===== src/rtl/addr_stack_if.sv =====
// Decoder/controller/stack signal bundle for the address stack sequencer.
// master = request side (decoder), slave = addr_stack_ctrl.
interface addr_stack_if #(
  parameter int unsigned CW = 4
) ();
  logic          call_req;
  logic          imm_req;
  logic          ret_req;
  logic          flush_req;
  logic          req_ack;
  logic          fifo_enable;
  logic          fifo_select;
  logic          fifo_push;
  logic          fifo_pop;
  logic          fifo_clear;
  logic          pc_load;
  logic          ret_err;
  logic          busy;
  logic [CW-1:0] depth;
  logic          full;
  logic          empty;
  logic          overflow;
  logic          underflow;

  modport master (
    output call_req, imm_req, ret_req, flush_req,
    input  req_ack, fifo_enable, fifo_select, fifo_push, fifo_pop, fifo_clear,
           pc_load, ret_err, busy, depth, full, empty, overflow, underflow
  );

  modport slave (
    input  call_req, imm_req, ret_req, flush_req,
    output req_ack, fifo_enable, fifo_select, fifo_push, fifo_pop, fifo_clear,
           pc_load, ret_err, busy, depth, full, empty, overflow, underflow
  );
endinterface


===== src/rtl/addr_stack_ctrl.sv =====
// Sequencer for the 11-bit address stack: call/imm push, return pop, flush.
// Optional macro ADDR_STACK_WRAP_EN: a push while full is issued and the stack drops its oldest entry.
module addr_stack_ctrl #(
  parameter int unsigned DEPTH = 8,
  parameter int unsigned AW    = 11,
  parameter int unsigned CW    = 4
) (
  input  logic        clk,
  input  logic        clear,
  addr_stack_if.slave bus
);

  if (((2 ** CW) <= DEPTH) || (AW == 0)) begin : g_param_check
    $error("addr_stack_ctrl: CW too small for DEPTH or AW is zero");
  end

  typedef enum logic [2:0] {
    IDLE  = 3'd0,
    PUSH  = 3'd1,
    POP   = 3'd2,
    RETV  = 3'd3,
    FLUSH = 3'd4
  } state_t;

  state_t        state_q, state_nxt;
  logic [CW-1:0] depth_q, depth_nxt;
  logic          ovf_q, ovf_nxt;
  logic          unf_q, unf_nxt;
  logic          err_q, err_nxt;
  logic          full_c, empty_c;

  logic ack_nxt, en_nxt, sel_nxt, push_nxt, pop_nxt, clr_nxt, pcl_nxt, rerr_nxt;
  logic ack_q, en_q, sel_q, push_q, pop_q, clr_q, pcl_q, rerr_q, busy_q;

  assign full_c  = (depth_q == CW'(DEPTH));
  assign empty_c = (depth_q == '0);

  // Strobes are computed for the state being entered, so they are high while in it.
  always_comb begin
    state_nxt = state_q;
    depth_nxt = depth_q;
    ovf_nxt   = ovf_q;
    unf_nxt   = unf_q;
    err_nxt   = err_q;
    ack_nxt   = 1'b0;
    en_nxt    = 1'b0;
    sel_nxt   = 1'b0;
    push_nxt  = 1'b0;
    pop_nxt   = 1'b0;
    clr_nxt   = 1'b0;
    pcl_nxt   = 1'b0;
    rerr_nxt  = 1'b0;
    case (state_q)
      IDLE: begin
        if (bus.flush_req) begin
          state_nxt = FLUSH;
          ack_nxt   = 1'b1;
          clr_nxt   = 1'b1;
          depth_nxt = '0;
          ovf_nxt   = 1'b0;
          unf_nxt   = 1'b0;
        end else if (bus.ret_req) begin
          state_nxt = POP;
          ack_nxt   = 1'b1;
          if (!empty_c) begin
            pop_nxt   = 1'b1;
            depth_nxt = depth_q - CW'(1);
            err_nxt   = 1'b0;
          end else begin
            unf_nxt = 1'b1;
            err_nxt = 1'b1;
          end
        end else if (bus.call_req || bus.imm_req) begin
          state_nxt = PUSH;
          ack_nxt   = 1'b1;
          en_nxt    = 1'b1;
          sel_nxt   = bus.call_req;
          if (!full_c) begin
            push_nxt  = 1'b1;
            depth_nxt = depth_q + CW'(1);
          end else begin
`ifdef ADDR_STACK_WRAP_EN
            push_nxt = 1'b1;
`else
            ovf_nxt  = 1'b1;
`endif
          end
        end
      end
      POP: begin
        state_nxt = RETV;
        pcl_nxt   = 1'b1;
        rerr_nxt  = err_q;
      end
      PUSH, RETV, FLUSH: state_nxt = IDLE;
      default:           state_nxt = IDLE;
    endcase
  end

  // Reset also clears the stack itself through fifo_clear.
  always_ff @(posedge clk) begin
    if (clear) begin
      state_q <= IDLE;
      depth_q <= '0;
      ovf_q   <= 1'b0;
      unf_q   <= 1'b0;
      err_q   <= 1'b0;
      ack_q   <= 1'b0;
      en_q    <= 1'b0;
      sel_q   <= 1'b0;
      push_q  <= 1'b0;
      pop_q   <= 1'b0;
      clr_q   <= 1'b1;
      pcl_q   <= 1'b0;
      rerr_q  <= 1'b0;
      busy_q  <= 1'b0;
    end else begin
      state_q <= state_nxt;
      depth_q <= depth_nxt;
      ovf_q   <= ovf_nxt;
      unf_q   <= unf_nxt;
      err_q   <= err_nxt;
      ack_q   <= ack_nxt;
      en_q    <= en_nxt;
      sel_q   <= sel_nxt;
      push_q  <= push_nxt;
      pop_q   <= pop_nxt;
      clr_q   <= clr_nxt;
      pcl_q   <= pcl_nxt;
      rerr_q  <= rerr_nxt;
      busy_q  <= (state_nxt != IDLE);
    end
  end

  assign bus.req_ack     = ack_q;
  assign bus.fifo_enable = en_q;
  assign bus.fifo_select = sel_q;
  assign bus.fifo_push   = push_q;
  assign bus.fifo_pop    = pop_q;
  assign bus.fifo_clear  = clr_q;
  assign bus.pc_load     = pcl_q;
  assign bus.ret_err     = rerr_q;
  assign bus.busy        = busy_q;
  assign bus.depth       = depth_q;
  assign bus.full        = full_c;
  assign bus.empty       = empty_c;
  assign bus.overflow    = ovf_q;
  assign bus.underflow   = unf_q;

endmodule


===== src/flat_wrapper.sv =====
// flat-port wrapper written by rule: the top's interface ports become plain ports
module addr_stack_ctrl_flat 
#(
  parameter int unsigned DEPTH = 8,
  parameter int unsigned AW    = 11,
  parameter int unsigned CW    = 4
)
  (clk, clear, bus_call_req, bus_imm_req, bus_ret_req, bus_flush_req, bus_req_ack, bus_fifo_enable, bus_fifo_select, bus_fifo_push, bus_fifo_pop, bus_fifo_clear, bus_pc_load, bus_ret_err, bus_busy, bus_depth, bus_full, bus_empty, bus_overflow, bus_underflow);
  addr_stack_if #(.CW(CW)) bus_i ();
  input  logic clk;
  input  logic clear;
  input wire logic [$bits(bus_i.call_req)-1:0] bus_call_req;
  input wire logic [$bits(bus_i.imm_req)-1:0] bus_imm_req;
  input wire logic [$bits(bus_i.ret_req)-1:0] bus_ret_req;
  input wire logic [$bits(bus_i.flush_req)-1:0] bus_flush_req;
  output wire logic [$bits(bus_i.req_ack)-1:0] bus_req_ack;
  output wire logic [$bits(bus_i.fifo_enable)-1:0] bus_fifo_enable;
  output wire logic [$bits(bus_i.fifo_select)-1:0] bus_fifo_select;
  output wire logic [$bits(bus_i.fifo_push)-1:0] bus_fifo_push;
  output wire logic [$bits(bus_i.fifo_pop)-1:0] bus_fifo_pop;
  output wire logic [$bits(bus_i.fifo_clear)-1:0] bus_fifo_clear;
  output wire logic [$bits(bus_i.pc_load)-1:0] bus_pc_load;
  output wire logic [$bits(bus_i.ret_err)-1:0] bus_ret_err;
  output wire logic [$bits(bus_i.busy)-1:0] bus_busy;
  output wire logic [$bits(bus_i.depth)-1:0] bus_depth;
  output wire logic [$bits(bus_i.full)-1:0] bus_full;
  output wire logic [$bits(bus_i.empty)-1:0] bus_empty;
  output wire logic [$bits(bus_i.overflow)-1:0] bus_overflow;
  output wire logic [$bits(bus_i.underflow)-1:0] bus_underflow;
  assign bus_i.call_req = bus_call_req;
  assign bus_i.imm_req = bus_imm_req;
  assign bus_i.ret_req = bus_ret_req;
  assign bus_i.flush_req = bus_flush_req;
  assign bus_req_ack = bus_i.req_ack;
  assign bus_fifo_enable = bus_i.fifo_enable;
  assign bus_fifo_select = bus_i.fifo_select;
  assign bus_fifo_push = bus_i.fifo_push;
  assign bus_fifo_pop = bus_i.fifo_pop;
  assign bus_fifo_clear = bus_i.fifo_clear;
  assign bus_pc_load = bus_i.pc_load;
  assign bus_ret_err = bus_i.ret_err;
  assign bus_busy = bus_i.busy;
  assign bus_depth = bus_i.depth;
  assign bus_full = bus_i.full;
  assign bus_empty = bus_i.empty;
  assign bus_overflow = bus_i.overflow;
  assign bus_underflow = bus_i.underflow;
  addr_stack_ctrl #(.DEPTH(DEPTH), .AW(AW), .CW(CW)) u_core (.clk(clk), .clear(clear), .bus(bus_i));
endmodule

===== config.mk =====
export PLATFORM = sky130hd
export DESIGN_NAME = addr_stack_ctrl_flat
export DESIGN_NICKNAME = d
export VERILOG_FILES = /design/src/rtl/addr_stack_if.sv /design/src/rtl/addr_stack_ctrl.sv /design/src/flat_wrapper.sv
export SDC_FILE = /design/constraint.sdc
export NUM_CORES = 1
export LEC_CHECK = 0
export BUFFER_PORTS_ARGS = -buffer_cell sky130_fd_sc_hd__buf_2
export CAP_MARGIN = 15
export CORE_MARGIN = 8
export CORE_UTILIZATION = 40
export CTS_CLUSTER_DIAMETER = 150
export DETAILED_ROUTE_END_ITERATION = 8
export GPL_TIMING_DRIVEN = 0
export HOLD_SLACK_MARGIN = 0.02
export PLACE_DENSITY = 0.76
export SLEW_MARGIN = 20
export SYNTH_ARGS = -nofsm -noshare
export SYNTH_HDL_FRONTEND = slang
export SYNTH_SLANG_ARGS = --single-unit

===== constraint.sdc =====
create_clock -name clk -period 1.98 [get_ports clk]
set_input_delay 0.396 -clock clk [delete_from_list [all_inputs] [get_ports clk]]
set_output_delay 0.396 -clock clk [all_outputs]
set_load 0.02 [all_outputs]

### Word level (Yosys, flattened, before mapping)

Index checks and enable logic that the tools add are counted.

| operators by class | value |
|---|---|
| bitwise operators | 5 |
| equal/unequal tests | 5 |
| add/sub/neg operators | 2 |
| reductions and logical operators | 18 |
| mux-type cells | 25 |

Operators with widths:

| kind | count |
|---|---|
| two-way mux 4 bit | 5 |
| two-way mux 1 bit | 16 |
| two-way mux 3 bit | 3 |
| AND reduction 4 bit | 2 |
| nonzero test 2 bit | 4 |
| OR reduction 4 bit | 2 |
| inequality test 3 bit (second input constant) | 2 |
| one-hot mux 3 bit (2 select lines) | 1 |
| AND reduction 3 bit | 2 |
| nonzero test 3 bit | 2 |
| NOT 1 bit | 5 |
| OR reduction 5 bit | 1 |
| adder 4 x 1 -> 4 bit (second input constant) | 1 |
| == test 4 bit (second input constant) | 1 |
| logical NOT 4 bit | 1 |
| OR reduction 2 bit | 2 |
| subtractor 4 x 1 -> 4 bit (second input constant) | 1 |
| == test 3 x 2 -> 1 bit (second input constant) | 1 |
| logical NOT 3 bit | 1 |
| inequality test 2 x 1 -> 1 bit (second input constant) | 1 |
| logical OR 1 bit | 1 |

| word-level totals | value |
|---|---|
| register bits | 19 |
| output and inout port bits | 17 |
| input port bits | 6 |
| word-level logic and storage cells | 69 |

### Longest topological paths before layout

Gate-level depths: netlist (run 1).

| logic depth | value |
|---|---|
| word-level depth | 6 |
| depth in mapped cells | 5 |
| mapped depth without buffers | 5 |

### Least setup slack after synthesis (run 1)

Ideal clock, no wire load.

| timing | value |
|---|---|
| kind | reg2reg |
| from | register u_core.depth_q[3], in the netlist u_core.bus.depth[3] |
| to | register u_core.depth_q[0], in the netlist u_core.bus.depth[0] |
| setup time | 0.121 ns |
| stages on the path, launching flop included | 5 |
| data required time | 1.859 ns |
| path slack | 0.213 ns |
| clock period less this slack | 1.767 ns |
| path buffers | 0 |
| arrival | 1.646 ns |
| path through | dfxtp_1 -> nor4b_4 -> o21ai_2 -> o21ai_4 -> mux2_4 |

| on the way | value |
|---|---|
| word-level cells in the longest chain between the ends | 3 |
| elaborated cells between the ends (all ways) | 5 |
| classes of those cells | 3 x eq/ne; 2 x reduce/logical |

Ends and longest elaborated chain:

| item | line | text |
|---|---|---|
| start: declaration | addr_stack_ctrl.sv:26 | `logic [CW-1:0] depth_q, depth_nxt;` |
| start signal: assignment | addr_stack_ctrl.sv:119 | `depth_q <= depth_nxt;` |
| == test 4 bit | addr_stack_ctrl.sv:35 | `assign full_c = (depth_q == CW'(DEPTH));` |
| named net bus_full | flat_wrapper.sv:26 | `output wire logic [$bits(bus_i.full)-1:0] bus_full;` |
| inequality test 3 bit (no source line) | -- |  |
| AND reduction 4 bit (no source line) | -- |  |

The timed path passes the listed nets, and every way through them passes these cells.
A chain may end at the register's enable or synchronous reset.

### Worst setup path after layout (run 1)

| timing | value |
|---|---|
| from | register u_core.depth_q[0], in the netlist u_core.bus.depth[0] |
| to | output bus_empty |

| on the way | value |
|---|---|
| word-level cells in the longest chain between the ends | 1 |

Ends and longest elaborated chain:

| item | line | text |
|---|---|---|
| logical NOT 4 bit | addr_stack_ctrl.sv:36 | `assign empty_c = (depth_q == '0);` |
| end: declaration | flat_wrapper.sv:27 | `output wire logic [$bits(bus_i.empty)-1:0] bus_empty;` |

Every way passes these cells.

==> impl_summary.log, run 1 <==
[metrics] Setup crit end kind: output port
[metrics] total negative setup slack: 0 ns
[metrics] largest buffer count on any clock path: 2
[metrics] total congestion overflow after global routing: 0
[metrics] Buf/Inv on CP: 1
[metrics] die area: approximately 0.0038 mm²
[metrics] highest ir drop seen on vdd: 397.8 µV
[metrics] first-pass GRT wire length: 2746 µm
[metrics] ordered list of cells on the worst path: nor4_2, buf_2
[metrics] number of hold violations in the final report: 0
[metrics] Critical Path Max Stage Delay: ~0.46 ns
[metrics] Post-CTS Setup Bufs: 0
[metrics] Die Y-Extent: roughly 62 µm
[metrics] number of detailed-routing iterations run before antenna repair: 4
[metrics] reg-to-reg critical path endpoint: u_core.bus.depth[3]
[metrics] number of DRC violations after detailed-routing iteration 0: 6
[metrics] post-synthesis async set-or-reset flop share: 0%
[metrics] # DRC: 0
[metrics] end point of the most critical hold path: u_core.bus.fifo_select
[metrics] number of hold-repair buffers added at the cts stage: 0
[metrics] HPWL after DPL: 1324 µm
[metrics] post-synthesis area per instance: 10.10 µm²
[metrics] most frequently used cell type in the post-synthesis netlist: dfxtp_1
[metrics] max-slew violation total from the final report: 0
[metrics] input/output buffers: 21
[metrics] Hold Crit Start: bus_call_req
[metrics] x dimension of the die: between 60 and 70 µm
[metrics] post-route design area: 993.5 µm²
[metrics] Worst path slowest cell: nor4_2
[metrics] post-synth cell types: 38
[metrics] headroom to the max-slew limit: 61.18%
[metrics] CTS Root Cell: clkbuf_4
[metrics] R2R Setup Slk: 0.29 ns
[metrics] via count: 687
[metrics] Syn Nets: between 90 and 100
[metrics] cells on worst reg2reg path: 5
[metrics] Layout Skew: 0.006455 ns
[metrics] Synth warnings: 0
[metrics] layout-stage area growth over the synthesis result: 19.94%
[metrics] CP Data Required Time: 1.58 ns
[metrics] GRT Resource Usage Total: 9.738%
[metrics] Reg2Reg Launch Point: u_core.bus.depth[1]
[metrics] mean number of vias per cell: 5.127
[metrics] number of instances in the synthesized netlist: 82
[metrics] Critical Setup Path Class: flop to output port
[metrics] placer's final routability congestion estimate: a little over 0.8
[metrics] antenna fix cells: 0
[metrics] clock sinks: 19
[metrics] Crit Path Max Fanout: 8
[metrics] worst hold slack: 0.3372 ns
[metrics] time the final worst path needs with I/O delays and setup: roughly 1.8 ns
[metrics] routed wire length per instance: 12.51 µm
[metrics] maximum number of pins on one net before global-route repair: 11
[metrics] count of instances resized after the clock tree is built: 0
[metrics] post-route clock period utilization: between 90% and 100%
[metrics] Achievable Freq: 541.6 MHz
[metrics] summed instance area of the synthesized netlist: 828.3 µm²
[metrics] cts bufs inserted: 3
[metrics] effective utilization at floorplan: 42.22%
[metrics] clock latency on the worst-skew pair: approximately 0.30 ns
[metrics] vias in the first global route: approximately 650
[metrics] number of cell rows: 16
[metrics] data arrival time of the critical path: 1.45 ns
[metrics] measured slew at the worst slew-check pin: 0.5792 ns
[metrics] critical path startpoint category: flop
[metrics] number of nets in the final layout: roughly 120
[metrics] CTS tree: yes
[metrics] number of enable flip-flop cells after synthesis: 0
[metrics] main flop type after synthesis: dfxtp_1
[metrics] Final Setup Violations: 0
[metrics] depth of the worst hold-timing path: 2
[metrics] antenna violation net count after detailed routing: 0
[metrics] clock transition at the register clock pins on the worst setup and hold paths after CTS: ~0.1 ns
[metrics] total placed instance area: a little under 0.001 mm²
[metrics] floorplan core area: roughly 0.002 mm²
[metrics] total of max-cap violations: 0
[metrics] wire length reported by the detailed router: 1676 µm
[metrics] biggest area contributors in the synthesized netlist: dfxtp_1 (46%), nand2_1 (4.5%), ha_1 (3.0%), nand2b_1 (3.0%), nor4b_4 (2.9%)
[metrics] count of state elements after synthesis: 19
[metrics] result of the run: completed
[metrics] I/O pin count: 23
[metrics] Hold/Removal Path Class: input port to flop
[metrics] area share of the leading cell type in the synthesized netlist: 45.92%
[metrics] share of final-layout standard cells stronger than drive strength 1: 30.84%
[metrics] fraction of the yosys area taken by sequential cells: 45.92%
[metrics] static leakage power: about 0.47 nW
[metrics] initial antenna violation count: 0
[metrics] pwr dens: 882.1 mW/mm²
[metrics] H-tree lvl count: 1
[metrics] top cells by instance count after synthesis: dfxtp_1 (19), nand2_1 (10), nor2_1 (6)
[metrics] Fill cells: between 200 and 250
[metrics] cell type with the highest aggregate area in the netlist: dfxtp_1
[metrics] gate family responsible for the most delay along the worst path: simple AND/OR/NAND/NOR gates
[metrics] unrepaired setup endpoints after global routing: false
==> final cells by class <==
cell class	instances	area, µm²	share of cell area, %
plain buffers	2	8.758	0.8816
well taps	27	33.78	3.401
clock buffers	4	26.28	2.645
flip-flops and latches	19	380.4	38.29
inverters	2	7.507	0.7557
repair buffers	21	105.1	10.58
multi-input cells	59	431.7	43.45
==> state kept, by name, summed over array words and instances, names as in the netlist <==
register                count
u_core.bus.depth            4
u_core.state_q              3
u_core.bus.busy             1
u_core.bus.fifo_clear       1
u_core.bus.fifo_enable      1
u_core.bus.fifo_pop         1
u_core.bus.fifo_push        1
u_core.bus.fifo_select      1
u_core.bus.overflow         1
u_core.bus.pc_load          1
u_core.bus.req_ack          1
u_core.bus.ret_err          1
u_core.bus.underflow        1
u_core.err_q                1
==> placed cells by master (no fill, tap or decap), types with 3 or more instances in the layout <==
cell type / netlist / routed
nand2b_1: 4 / 4
buf_2: 1 / 22
nor2_1: 6 / 6
dfxtp_1: 19 / 19
nand2_1: 10 / 10
clkbuf_4: 0 / 3
nor3_1: 3 / 3
==> worst register-to-register path, cell delays in order, from the launching register on <==
cell	delay [ns]
dfxtp_1	0.55
ha_1	0.30
a21o_1	0.19
a211o_1	0.30
o21a_1	0.11
o221ai_1	0.17
==> per-stage QoR <==
stage	setup slack, ns	std cells	utilization, %	power (mW)
detailed placement	0.2608	130	49.30	0.6966
finish	0.1338	134	50.64	0.8764
floorplan	0.2131	82	-	0.6266
global placement	0.2834	130	49.30	0.6898
CTS	0.1236	134	50.64	0.8879
global route	0.06848	134	50.64	0.9203
==> per-layer routing <==
layer / vias up / track usage (%) / wire [µm]
met3: 2 / 2.505 / 115
met2: 14 / 17.13 / 850
met1: 324 / 10.07 / 686
met5: - / 0 / 0
li1: 347 / - / -
met4: 0 / 5.844 / 24
==> power by group <==
part / internal, mW / leakage (nW) / total (mW) / switching, mW
clock: 0.0784 / 0.0150 / 0.191 / 0.113
combinational: 0.0970 / 0.302 / 0.236 / 0.139
sequential: 0.414 / 0.156 / 0.449 / 0.0353
==> worst max path at each step <==
stage                          endpoint  depth (start not counted)                 from  slack [ns]
CTS                           bus_empty                          2  u_core.bus.depth[0]        0.12
floorplan           u_core.bus.depth[0]                          4  u_core.bus.depth[3]        0.21
global placement    u_core.bus.depth[3]                          6          bus_ret_req        0.28
detailed placement  u_core.bus.depth[3]                          6          bus_ret_req        0.26
finish                        bus_empty                          2  u_core.bus.depth[0]        0.13
global route                   bus_full                          2  u_core.bus.depth[0]        0.07
==> kinds of logic after synthesis <==
| logic type | after synthesis | share of synthesized area [%] |
|---|---|---|
| XOR/XNOR | 1 | 1.058 |
| AO/OA/AOI/OAI | 15 | 15.41 |
| flip-flops | 19 | 45.92 |
| adder cells (fa/ha/maj) | 3 | 5.438 |
| multiplexers | 3 | 4.229 |
| AND/OR/NAND/NOR | 37 | 25.98 |
| buffers and inverters | 4 | 1.962 |
Power figures use the tool's default switching activity.
==> inputs of run 2 (changes only) <==
Settings changed: ABC_AREA from default to 0, CELL_PAD_IN_SITES_DETAIL_PLACEMENT from default to 0, CELL_PAD_IN_SITES_GLOBAL_PLACEMENT from default to 1, CORE_UTILIZATION 40 to 37, PLACE_DENSITY 0.76 to 0.87.
==> run 2 against run 1 <==
Sequential power increased by 0.9%; combinational power up 2%; sequential share of layout area down 0.43 points; power is 1.2% higher; critical endpoint is now bus_full; largest power group unchanged; highest routed layer unchanged.
==> impl_summary.log, run 2 (synthesis gave the netlist of run 1 again) <==
[metrics] result of the run: completed
[metrics] routed length on met3: 148 µm
[metrics] Reg2Reg Launch Point: u_core.bus.depth[1]
[metrics] number of detailed-routing iterations run before antenna repair: 4
[metrics] total placed instance area: 968.4 µm²
[metrics] wire length reported by the detailed router: 1735 µm
[metrics] CP Data Required Time: around 1.6 ns
[metrics] R2R Setup Slk: 0.24 ns
[metrics] Worst path slowest cell: dfxtp_1
[metrics] number of cell rows: 17
[metrics] post-route clock period utilization: 93.87%
[metrics] P_sw: 0.2964 mW
[metrics] number of hold violations in the final report: 0
[metrics] measured slew at the worst slew-check pin: roughly 0.60 ns
[metrics] antenna fix cells: 0
[metrics] Crit. Startpoint: u_core.bus.depth[0]
[metrics] clock transition at the register clock pins on the worst setup and hold paths after CTS: ~0.11 ns
[metrics] met2 routed WL: 774 µm
[metrics] share of final-layout standard cells stronger than drive strength 1: 31.78%
[metrics] GRT Resource Usage Total: 9.308%
[metrics] critical path startpoint category: flop
[metrics] Setup crit end kind: output port
[metrics] routed wire length per instance: 12.85 µm
[metrics] mean number of vias per cell: 4.926
[metrics] max-slew violation total from the final report: 0
[metrics] unrepaired setup endpoints after global routing: false
[metrics] maximum number of pins on one net before global-route repair: 12
[metrics] static leakage power: 0.4794 nW
[metrics] time the final worst path needs with I/O delays and setup: around 1.9 ns
[metrics] initial antenna violation count: 0
[metrics] reg-to-reg critical path endpoint: u_core.bus.depth[3]
[metrics] post-route design area: 0.001005 mm²
[metrics] Achievable Freq: 538.1 MHz
[metrics] CTS tree: yes
[metrics] most common library cell in the layout ignoring fill and taps: buf_2
[metrics] met1 routed wirelength after detailed routing: just under 800 µm
[metrics] count of instances resized after the clock tree is built: 0
[metrics] number of DRC violations after detailed-routing iteration 0: 18
[metrics] die area: 0.004009 mm²
[metrics] first-pass GRT wire length: roughly 3100 µm
[metrics] number of hold-repair buffers added at the cts stage: 0
[metrics] cts bufs inserted: 3
[metrics] via count: 665
[metrics] floorplan core area: 0.002170 mm²
[metrics] uppermost layer routed: met4
[metrics] # DRC: 0
[metrics] total of max-cap violations: 0
[metrics] placer's final routability congestion estimate: 0.7817
[metrics] Crit Path Max Fanout: 8
[metrics] CTS Root Cell: clkbuf_4
[metrics] Critical Path Max Stage Delay: 0.46 ns
[metrics] Die Y-Extent: 63.32 µm
[metrics] effective utilization at floorplan: 38.18%
[metrics] I/O pin count: 23
[metrics] crit path to: bus_full
[metrics] largest buffer count on any clock path: 2
[metrics] H-tree lvl count: 1
[metrics] clock group share of total power: 21.8%
[metrics] x dimension of the die: 63.32 µm
[metrics] clock sinks: 19
[metrics] Buf/Inv on CP: 1
[metrics] pwr dens: 882.6 mW/mm²
[metrics] portion of total power attributed to sequential cells: 51.1%
[metrics] ordered list of cells on the worst path: nor4b_4, buf_2
[metrics] Layout Skew: 0.005793 ns
[metrics] number of nets in the final layout: about 120
[metrics] layout-stage area growth over the synthesis result: 21.30%
[metrics] Final Setup Violations: 0
[metrics] gate family responsible for the most delay along the worst path: flip-flops
[metrics] internal power contribution: between 0.5 and 0.6 mW
[metrics] antenna violation net count after detailed routing: 0
[metrics] input/output buffers: 21
[metrics] share of total power consumed by net switching: 33.43%
[metrics] Critical Setup Path Class: flop to output port
[metrics] Hold/Removal Path Class: input port to flop
[metrics] HPWL after DPL: 1349 µm
[metrics] total congestion overflow after global routing: 0
[metrics] highest ir drop seen on vdd: 402.6 µV
[metrics] headroom to the max-slew limit: 60.00%
[metrics] Post-CTS Setup Bufs: 0
[metrics] cells on worst reg2reg path: 5
[metrics] total negative setup slack: 0 ns
[metrics] leading cell types in the layout, fill and taps excluded: buf_2 (22), dfxtp_1 (19), nand2_1 (10)
[metrics] flip-flop count of the largest register after layout: 4
[metrics] clock latency on the worst-skew pair: 0.29 ns
[metrics] Power Total: 0.8867 mW
[metrics] data arrival time of the critical path: about 1.5 ns
[metrics] fraction of power consumed by combinational cells: 27.2%
[metrics] vias in the first global route: 680
[metrics] WP depth: 2
-- run 2: metrics by stage --
step,hold WS [ns],worst slack (ns),instances,util (%)
final,0.3371,0.1214,135,46.31
after global routing,0.3029,0.04714,135,46.31
after CTS,0.3226,0.05561,135,45.91
after detailed placement,0.4529,0.2588,131,44.64
after global placement,0.4409,0.2852,131,44.64
after floorplan,0.4319,0.2131,82,-
-- run 2: how the worst min path moves through the flow --
stage          depth (start not counted)                endpoint  slack (ns)          from
6_report                               2  u_core.bus.fifo_select        0.34  bus_call_req
5_1_grt                                2  u_core.bus.fifo_select        0.30  bus_call_req
4_1_cts                                2  u_core.bus.fifo_select        0.32  bus_call_req
3_5_place_dp                           2            u_core.err_q        0.45  u_core.err_q
3_3_place_gp                           2            u_core.err_q        0.44  u_core.err_q
2_1_floorplan                          2            u_core.err_q        0.43  u_core.err_q
-- run 2: layout make-up --
| class | count | area (µm²) |
|---|---|---|
| Inverter | 2 | 7.507 |
| Tap cell | 28 | 35.03 |
| Multi-Input combinational cell | 59 | 440.4 |
| Sequential cell | 19 | 380.4 |
| Clock buffer | 3 | 22.52 |
| Timing Repair Buffer | 21 | 105.1 |
| Fill cell | 232 | 1165 |
| Buffer | 2 | 8.758 |
| Clock inverter | 1 | 5.005 |
-- run 2: power groups by stage --
stage / combinational (mW) / sequential, mW / clock [mW]
after floorplan: 0.142 / 0.485 / 0
after global placement: 0.234 / 0.457 / 0
after detailed placement: 0.240 / 0.458 / 0
after CTS: 0.241 / 0.450 / 0.203
after global routing: 0.271 / 0.459 / 0.228
final: 0.241 / 0.453 / 0.193
-- run 2: layer usage --
layer	GRT usage, %	vias up
li1	-	343
met1	10.78	299
met4	4.178	0
met3	4.064	4
met5	0	-
met2	14.47	19
==> inputs of run 3 (changes only) <==
Settings changed: CORE_UTILIZATION 37 to 33, PLACE_DENSITY 0.87 to 0.83.
Clock period 1.98 ns to 1.55 ns, I/O delays scaled along.
==> run 3 against run 2 <==
Core utilization fell by 2.2 points; combinational power up 44%; via count is 0.60% higher; clock skew decreased by 0.0026 ns; highest routed layer unchanged; die area up 9.0%; critical path depth did not move; non-clock buffer count is 4 higher; routed wire length increased by 4.6%; count of clock-buffer cells in the layout unchanged; global-route usage decreased by 0.26 points; sequential share of layout area down 0.99 points.
==> impl_summary.log, run 3 (synthesis gave the netlist of run 1 again) <==
[metrics] result of the run: completed
[metrics] initial antenna violation count: 0
[metrics] GRT Resource Usage Total: about 9%
[metrics] Power Total: 1.180 mW
[metrics] Worst path slowest cell: dfxtp_4
[metrics] measured slew at the worst slew-check pin: 0.5829 ns
[metrics] Final Setup Violations: 0
[metrics] vias in the first global route: 663
[metrics] CTS Root Cell: clkbuf_4
[metrics] number of detailed-routing iterations run before antenna repair: 4
[metrics] floorplan core area: 0.002432 mm²
[metrics] gate family responsible for the most delay along the worst path: flip-flops
[metrics] die area: between 0.004 and 0.005 mm²
[metrics] flip-flop count of the largest register after layout: 4
[metrics] Buf/Inv on CP: 1
[metrics] time the final worst path needs with I/O delays and setup: 1.522 ns
[metrics] clock transition at the register clock pins on the worst setup and hold paths after CTS: 0.11 ns
[metrics] number of DRC violations after detailed-routing iteration 0: 13
[metrics] highest-utilization routing layer at the global route stage: met2
[metrics] H-tree lvl count: 1
[metrics] total congestion overflow after global routing: 0
[metrics] total instance count after detailed placement: 133
[metrics] antenna violation net count after detailed routing: 0
[metrics] largest buffer count on any clock path: 2
[metrics] clock latency on the worst-skew pair: 0.30 ns
[metrics] unrepaired setup endpoints after global routing: true
[metrics] Die Y-Extent: 66.10 µm
[metrics] number of hold violations in the final report: 0
[metrics] antenna fix cells: 0
[metrics] clock sinks: 19
[metrics] static leakage power: 0.5051 nW
[metrics] number of nets in the final layout: ~120
[metrics] x dimension of the die: 66.10 µm
[metrics] routed wire length per instance: around 13 µm
[metrics] most common library cell in the layout ignoring fill and taps: buf_2
[metrics] max-slew violation total from the final report: 0
[metrics] ordered list of cells on the worst path: nor4_4, buf_4
[metrics] placer's final routability congestion estimate: 0.7570
[metrics] data arrival time of the critical path: between 1 and 1.5 ns
[metrics] # DRC: 0
[metrics] Achievable Freq: 657.0 MHz
[metrics] non-filler instance count after layout: roughly 140
[metrics] via count: 669
[metrics] headroom to the max-slew limit: 60.93%
[metrics] Critical Setup Path Class: flop to output port
[metrics] Setup crit end kind: output port
[metrics] pwr dens: 1100 mW/mm²
[metrics] input/output buffers: 21
[metrics] met2 routing resource usage after global routing: 13.75%
[metrics] wire length reported by the detailed router: 1815 µm
[metrics] number of cell rows: 18
[metrics] first-pass GRT wire length: 3029 µm
[metrics] maximum number of pins on one net before global-route repair: 12
[metrics] HPWL after DPL: about 1400 µm
[metrics] Critical Path Max Stage Delay: about 0.4 ns
[metrics] highest ir drop seen on vdd: 526.9 µV
[metrics] number of hold-repair buffers added at the cts stage: 0
[metrics] Crit Path Max Fanout: 7
[metrics] layout-stage area growth over the synthesis result: 29.46%
[metrics] leading cell types in the layout, fill and taps excluded: buf_2 (20), dfxtp_1 (15), nand2_1 (10)
[metrics] effective utilization at floorplan: 34.05%
[metrics] met3 track demand over resource in global routing: 3.729%
[metrics] share of final-layout standard cells stronger than drive strength 1: 39.64%
[metrics] total of max-cap violations: 0
[metrics] CP Data Required Time: 1.24 ns
[metrics] I/O pin count: 23
[metrics] critical path startpoint category: flop
[metrics] mean number of vias per cell: 4.745
[metrics] cts bufs inserted: 3
[metrics] Hold/Removal Path Class: input port to flop
[metrics] GR Util met1: 10.09%
[metrics] post-route clock period utilization: 98.19%
[metrics] CTS tree: yes
[metrics] Layout Skew: about 0.0032 ns
==> run 3: changes by cell type in the layout (fill, tap and decap cells not counted), sizes merged <==
cell  previous run  this run
buf             22        26
==> run 3: cell type report <==
class / instances / area [µm²]
multi-input combinational: 59 / 455.4
timing repair buffer: 25 / 140.1
clock buffer: 3 / 22.52
buffer: 2 / 8.758
inverter: 2 / 7.507
clock inverter: 1 / 5.005
sequential: 19 / 395.4
fill: 239 / 1360
tap: 30 / 37.54
==> run 3: final timing paths <==
kind                       start  depth (start not counted)                     end  slack (ns)
min reg2reg         u_core.err_q                          2            u_core.err_q        0.46
max reg2reg  u_core.bus.depth[3]                          4     u_core.bus.depth[0]        0.03
min                 bus_call_req                          2  u_core.bus.fifo_select        0.24
max          u_core.bus.depth[1]                          2               bus_empty        0.03
==> run 3: metrics by stage <==
step | setup WS [ns] | instance area (µm²) | util (%) | hold WS [ns] | TNS, ns
3_5_place_dp | -0.09426 | 975.9 | 40.12 | 0.4506 | -0.09426
2_1_floorplan | -0.06305 | 833.3 | - | 0.4317 | -0.06846
3_3_place_gp | -0.05519 | 975.9 | 40.12 | 0.4480 | -0.05519
4_1_cts | -0.07639 | 1035 | 42.54 | 0.2302 | -0.07639
5_1_grt | -0.06886 | 1072 | 44.08 | 0.2249 | -0.1551
6_report | 0.02799 | 1072 | 44.08 | 0.2365 | 0
==> run 3: power by group <==
group          switching, mW  internal, mW  leakage, nW
Combinational          0.187         0.160        0.329
Clock                  0.154        0.0961       0.0177
Sequential            0.0504         0.532        0.158
Total                  0.392         0.788        0.505
==> run 3: timing repair <==
action,4_1_cts,5_1_grt
setup buffers,2,2
gates resized for setup,4,5
pin swaps,3,5
setup endpoints to repair,3,4
==> run 3: worst reg2reg max path, cell delays in order, from the launching register on <==
cell and delay, ns:
dfxtp_4 0.39, o41ai_2 0.41, o21ai_2 0.12, o21ai_4 0.19, mux2_4 0.31
==> run 3: per-layer routing <==
layer,vias up,share of wire (%),wire length [µm]
met5,-,0,0
met3,2,5.5,99
met4,0,1.5,27
li1,349,-,-
met1,301,45,809
met2,17,48,879
